**config.mk**
```make
export PLATFORM = sky130hd
export DESIGN_NAME = uart_tx_arbiter
export DESIGN_NICKNAME = d
export VERILOG_FILES = /design/src/rtl/uart_tx_arbiter.sv
export SDC_FILE = /design/constraint.sdc
export NUM_CORES = 1
export LEC_CHECK = 0
export BUFFER_PORTS_ARGS = -buffer_cell sky130_fd_sc_hd__buf_4
export CORE_MARGIN = 2
export CORE_UTILIZATION = 46
export CTS_CLUSTER_SIZE = 8
export DETAILED_ROUTE_END_ITERATION = 8
export PLACE_DENSITY = 0.85
export SYNTH_ARGS = -nofsm -noshare
export SYNTH_HDL_FRONTEND = slang
export SYNTH_SLANG_ARGS = --single-unit
```
**constraint.sdc**
```tcl
create_clock -name clk -period 1.8 [get_ports clk]
set_input_delay 0.36 -clock clk [delete_from_list [all_inputs] [get_ports clk]]
set_output_delay 0.36 -clock clk [all_outputs]
set_load 0.005 [all_outputs]
```
**src/rtl/uart_tx_arbiter.sv**
```systemverilog
// Shares one xmit UART transmitter between NREQ byte requesters: picks a winner, pulses sendchar,
// follows the busy handshake and enforces an idle gap. Define UART_ARB_FIXED_PRIO_EN for fixed priority.
module uart_tx_arbiter #(
  parameter int NREQ         = 4,
  parameter int GAP_CYCLES   = 16,
  parameter int BUSY_TIMEOUT = 255,
  parameter int IW           = $clog2(NREQ)
) (
  input  logic              clk,
  input  logic              reset,
  input  logic [NREQ-1:0]   req_valid,
  input  logic [8*NREQ-1:0] req_data,
  output logic [NREQ-1:0]   req_ready,
  output logic [7:0]        tx_data,
  output logic              tx_send,
  input  logic              tx_busy,
  output logic [IW-1:0]     grant_id,
  output logic              active,
  output logic              err,
  output logic [1:0]        dbg_state
);

  // Handshake: req_valid/req_data are held by the requester until req_ready pulses for one
  // cycle; the byte is captured on that edge, and valid still high afterwards is a new byte.
  typedef enum logic [1:0] {
    IDLE      = 2'd0,
    WAIT_BUSY = 2'd1,
    WAIT_DONE = 2'd2,
    GAP       = 2'd3
  } state_e;

  localparam int GW = (GAP_CYCLES > 1) ? $clog2(GAP_CYCLES) : 1;
  localparam int TW = (BUSY_TIMEOUT > 1) ? $clog2(BUSY_TIMEOUT) : 1;
  localparam logic [GW-1:0] GAP_LOAD = GW'((GAP_CYCLES > 0) ? GAP_CYCLES - 1 : 0);
  localparam logic [TW-1:0] TO_LAST  = TW'((BUSY_TIMEOUT > 0) ? BUSY_TIMEOUT - 1 : 0);

  state_e            state_q;
  logic [GW-1:0]     gap_q;
  logic [TW-1:0]     to_q;
  logic [NREQ-1:0]   req_ready_q;
  logic [7:0]        tx_data_q;
  logic              tx_send_q;
  logic [IW-1:0]     grant_id_q;
  logic              err_q;

  logic              any_valid;
  logic [IW-1:0]     win_d;
  logic [7:0]        win_byte_d;
  logic [NREQ-1:0]   win_oh_d;
  logic [7:0]        req_bytes [NREQ];

  for (genvar g = 0; g < NREQ; g++) begin : g_bytes
    assign req_bytes[g] = req_data[8*g +: 8];
  end

  assign any_valid = |req_valid;

`ifdef UART_ARB_FIXED_PRIO_EN
  // Lowest index wins: scan downwards so the last hit is the smallest index.
  always_comb begin
    win_d = '0;
    for (int i = NREQ - 1; i >= 0; i--) begin
      if (req_valid[IW'(i)]) win_d = IW'(i);
    end
  end
`else
  logic [IW-1:0] rr_q;
  logic [IW-1:0] rr_d;
  logic [IW:0]   rr_sum;

  // Search starts at rr_q; scanning offsets downwards leaves the nearest hit in win_d.
  always_comb begin
    win_d  = '0;
    rr_sum = '0;
    for (int k = NREQ - 1; k >= 0; k--) begin
      rr_sum = {1'b0, rr_q} + (IW+1)'(k);
      if (rr_sum >= (IW+1)'(NREQ)) rr_sum = rr_sum - (IW+1)'(NREQ);
      if (req_valid[rr_sum[IW-1:0]]) win_d = rr_sum[IW-1:0];
    end
  end

  always_comb begin
    rr_d = (win_d == IW'(NREQ - 1)) ? '0 : win_d + 1'b1;
  end
`endif

  assign win_byte_d = req_bytes[win_d];
  assign win_oh_d   = NREQ'(1) << win_d;

  always_ff @(posedge clk or posedge reset) begin
    if (reset) begin
      state_q     <= IDLE;
      gap_q       <= '0;
      to_q        <= '0;
      req_ready_q <= '0;
      tx_data_q   <= '0;
      tx_send_q   <= 1'b0;
      grant_id_q  <= '0;
      err_q       <= 1'b0;
`ifndef UART_ARB_FIXED_PRIO_EN
      rr_q        <= '0;
`endif
    end else begin
      req_ready_q <= '0;
      tx_send_q   <= 1'b0;
      err_q       <= 1'b0;
      case (state_q)
        IDLE: begin
          // A busy transmitter here means xmit is still draining a byte from before a reset.
          if (!tx_busy && any_valid) begin
            tx_data_q   <= win_byte_d;
            grant_id_q  <= win_d;
            req_ready_q <= win_oh_d;
            tx_send_q   <= 1'b1;
            to_q        <= '0;
            state_q     <= WAIT_BUSY;
`ifndef UART_ARB_FIXED_PRIO_EN
            rr_q        <= rr_d;
`endif
          end
        end
        WAIT_BUSY: begin
          if (tx_busy) begin
            state_q <= WAIT_DONE;
          end else if (to_q == TO_LAST) begin
            err_q <= 1'b1;
            if (GAP_CYCLES == 0) begin
              state_q <= IDLE;
            end else begin
              gap_q   <= GAP_LOAD;
              state_q <= GAP;
            end
          end else begin
            to_q <= to_q + 1'b1;
          end
        end
        WAIT_DONE: begin
          if (!tx_busy) begin
            if (GAP_CYCLES == 0) begin
              state_q <= IDLE;
            end else begin
              gap_q   <= GAP_LOAD;
              state_q <= GAP;
            end
          end
        end
        GAP: begin
          if (gap_q == '0) state_q <= IDLE;
          else             gap_q   <= gap_q - 1'b1;
        end
        default: state_q <= IDLE;
      endcase
    end
  end

  assign req_ready = req_ready_q;
  assign tx_data   = tx_data_q;
  assign tx_send   = tx_send_q;
  assign grant_id  = grant_id_q;
  assign err       = err_q;
  assign active    = (state_q != IDLE);
  assign dbg_state = state_q;

endmodule

```
==> flow_metrics.py <==
metrics = {
    "worst_setup_path": {
        "crit_start": "dbg_state[0]$_DFFE_PP0P_",
        "crit_fanout": 6,
        "worstPathArrival_ns": 1.90,
        "rr_startpoint": "dbg_state[0]$_DFFE_PP0P_",
        "start_kind": "flop",
        "crit_top_cell": "inv_2",
        "cp.depth": 7,
        "setup.worst_path.end": "tx_data[3]$_DFFE_PP0P_",
        "max_stage_delay_ns": 0.39,
        "worst_r2r_endpoint": "tx_data[3]$_DFFE_PP0P_",
        "rr_worst_depth": 7,
        "path_class": "flop to flop",
        "worstPathCellList": "inv_2 > ha_4 > inv_2 > or3_4 > a21o_4 > buf_4 > o221a_1",
        "worstPathRequired_ns": 1.96,
        "path_buf_inv": 3,
        "cpMaxStageDelayCell": "dfrtp_1",
        "path_delay_family": "compound AO/OA/AOI/OAI gates",
        "endpoint_kind": "flop",
        "rrSetupSlack_ns": 0.06,
    },
    "die": {
        "io_pins": 58,
        "die_y_um": 67.8,
        "dieArea_um2": 4590,
        "die_x_um": 67.8,
        "row_count": 23,
        "start_util": 0.474,
        "coreArea_um2": 3940,
    },
    "power_and_ir_drop": {
        "combPwrFrac": 0.523,
        "p_leak_uw": 0.00124,
        "switchingPower_uw": 1210,
        "switching_share": 0.350,
        "p_per_area_nw_per_um2": 1300,
        "pwr-share-clk": 0.162,
        "peakVddDrop_mv": 0.826,
        "seqPwrFrac": 0.315,
        "p_int_uw": 2240,
    },
    "synth": {
        "seq_area_frac_synth": 0.428,
        "async_flop_share": 1.00,
        "ys.flop_type": "dfrtp_1",
        "synth_edf_count": 0,
        "netlist_instances": 189,
        "synth_cell_types": 44,
        "syn-num-nets": 236,
        "syn_avg_cell_area_um2": 9.90,
        "yosys_warnings": 0,
        "synth-seq-cells": 32,
        "syn-cell-area_um2": 1870,
    },
    "grt": {
        "grt_max_degree": 33,
        "grtUsageTotal": 0.196,
        "grt_pass1_wl_mm": 6.78,
        "grt_pass1_vias": 1613,
        "grt-ovfl-total": 0,
        "antenna_found_initial": 0,
    },
    "placement": {
        "dp_hpwl_mm": 3.36,
        "io_buffer_count": 57,
        "gp_congestion": 0.830,
        "dpl_cell_area_um2": 2490,
        "dp.cells": 313,
    },
    "detailed_routing": {
        "firstDrtPassIters": 4,
        "drt_wl_total_mm": 4.23,
        "via_per_inst": 5.19,
        "vias": 1667,
        "drtIter0Drc": 86,
        "drc": 0,
        "antenna_left": 0,
        "avgRoutedWirePerCell_um": 13.2,
    },
    "sta": {
        "max_freq_mhz": 574,
        "finalSetupViolCount": 0,
        "worstMarginPinSlew_ns": 0.387,
        "finalCritPeriodShare": 0.967,
        "min_period_ns": 1.74,
        "clock_skew_ns": 0.00553,
        "hold_viol": 0,
        "final_max_slew_viol_count": 0,
        "maxSlewHeadroom": 0.742,
    },
    "cts": {
        "clkSinkCount": 32,
        "clkTransAtPathRegs_ns": 0.07,
        "htree_levels": 2,
        "cts_tree": "built",
        "numCtsBuffers": 5,
        "worst_skew_pair.late_latency_ns": 0.28,
        "cts_hold_buffers": 0,
        "clock_path_buffers": 2,
        "cts-root-buf": "clkbuf_8",
    },
    "worst_hold_path": {
        "hp-class": "input pin to async pin",
    },
    "finish": {
        "antenna_cells": 0,
        "fin_nets": 317,
        "seq_area_um2": 802,
        "syn_to_final_growth_pct": 42.1,
        "stdcell_count": 321,
        "drive_gt1_frac": 0.443,
        "multi_input_area_um2": 1060,
        "final_area_um2": 2660,
        "nFillCells": 312,
    },
    "run_status": {
        "status": "finished, final reports clean",
    },
    "flow_run": {
        "cap_viol_max_count": 0,
    },
}
## kinds of logic after synthesis
family	share of synthesized area
AND/OR/NAND/NOR	0.214
AO/OA/AOI/OAI	0.165
flip-flops	0.428
buffers and inverters	0.0475
multiplexers	0.0642
adder cells (fa/ha/maj)	0.0535
XOR/XNOR	0.0281
## cell usage after synthesis, types with 3 or more instances
| library cell | count | area (um2) |
|---|---|---|
| o221a_1 | 5 | 56.3 |
| and2_1 | 3 | 18.8 |
| mux2_2 | 4 | 45.0 |
| mux2_4 | 5 | 75.1 |
| nor2_1 | 13 | 48.8 |
| a21oi_1 | 6 | 30.0 |
| o221a_2 | 3 | 33.8 |
| nor3_1 | 3 | 15.0 |
| xnor2_1 | 6 | 52.6 |
| ha_1 | 8 | 100 |
| buf_6 | 3 | 33.8 |
| dfrtp_1 | 32 | 801 |
| o21ai_0 | 12 | 60.1 |
| nor4_1 | 5 | 31.3 |
| and3_1 | 4 | 25.0 |
| nand3_1 | 16 | 80.1 |
| nand2b_1 | 4 | 25.0 |
| nor3b_1 | 3 | 22.5 |
| nand2_1 | 16 | 60.1 |
| inv_1 | 10 | 37.5 |
## registers in the layout (all words and copies together) (netlist names)
register,cells
to_q,8
tx_data,8
gap_q,4
req_ready,4
dbg_state,2
grant_id,2
rr_q,2
err,1
tx_send,1
## through the flow
step	TNS [ns]	worst slack (ns)	power [uW]	hold slack [ns]	utilization
2_1_floorplan	-0.591	-0.155	2060	0.463	-
3_3_place_gp	0	0.0171	2760	0.467	0.631
5_1_grt	-0.000211	-0.000211	3700	0.209	0.674
6_report	0	0.0586	3450	0.161	0.674
3_5_place_dp	-0.342	-0.0581	2810	0.471	0.631
4_1_cts	0	0.00828	3390	0.174	0.656
## metal layers
layer / vias to the layer above / routed length, um / global-route usage
met4: 0 / 48 / 0.0700
li1: 841 / - / -
met3: 6 / 256 / 0.0550
met2: 57 / 2130 / 0.335
met5: - / 0 / 0
met1: 763 / 1790 / 0.236
## timing repair
action	in CTS	in global routing
setup buffers	0	0
resized for setup	4	13
endpoints found under the setup margin	9	17
## power by group through the flow
stage                     logic (uW)  registers [uW]  clock network [uW]
after floorplan                  959            1100                   0
after global placement          1670            1080                   0
after detailed placement        1720            1090                   0
after CTS                       1740            1080                 574
after global routing            1990            1110                 600
final                           1800            1080                 559
## worst min path at each step
stage	startpoint	endpoint	slack [ns]	depth (start not counted)
finish	reset	to_q[6]$_DFFE_PP0P_	0.16	3
global route	reset	to_q[5]$_DFFE_PP0P_	0.21	3
CTS	reset	err$_DFF_PP0_	0.17	3
detailed placement	reset	to_q[5]$_DFFE_PP0P_	0.47	3
global placement	reset	to_q[4]$_DFFE_PP0P_	0.47	3
floorplan	gap_q[0]$_DFFE_PP0P_	gap_q[0]$_DFFE_PP0P_	0.46	1
## cell type report
class | count | share of cell area
Multi-Input combinational cell | 140 | 0.400
Sequential cell | 32 | 0.302
Timing Repair Buffer | 80 | 0.226
Clock buffer | 8 | 0.0339
Tap cell | 50 | 0.0235
Inverter | 11 | 0.0155
## tightest hold or removal path, cell delays in order
cell and delay (ns):
buf_4 0.10, inv_1 0.04, buf_4 0.35
## layout by cell type, fill, tap and decap left out, types with 4 or more instances in the layout
cell type,instances
inv_2,4
buf_4,80
o221a_1,5
dfrtp_1,31
inv_1,7
xnor2_1,6
nand3_1,16
o21ai_0,12
nand2_1,16
nor2_1,13
ha_1,6
mux2_4,5
mux2_2,4
a21oi_1,6
nand2b_1,4
clkbuf_8,6
Power figures use the tool's default switching activity.
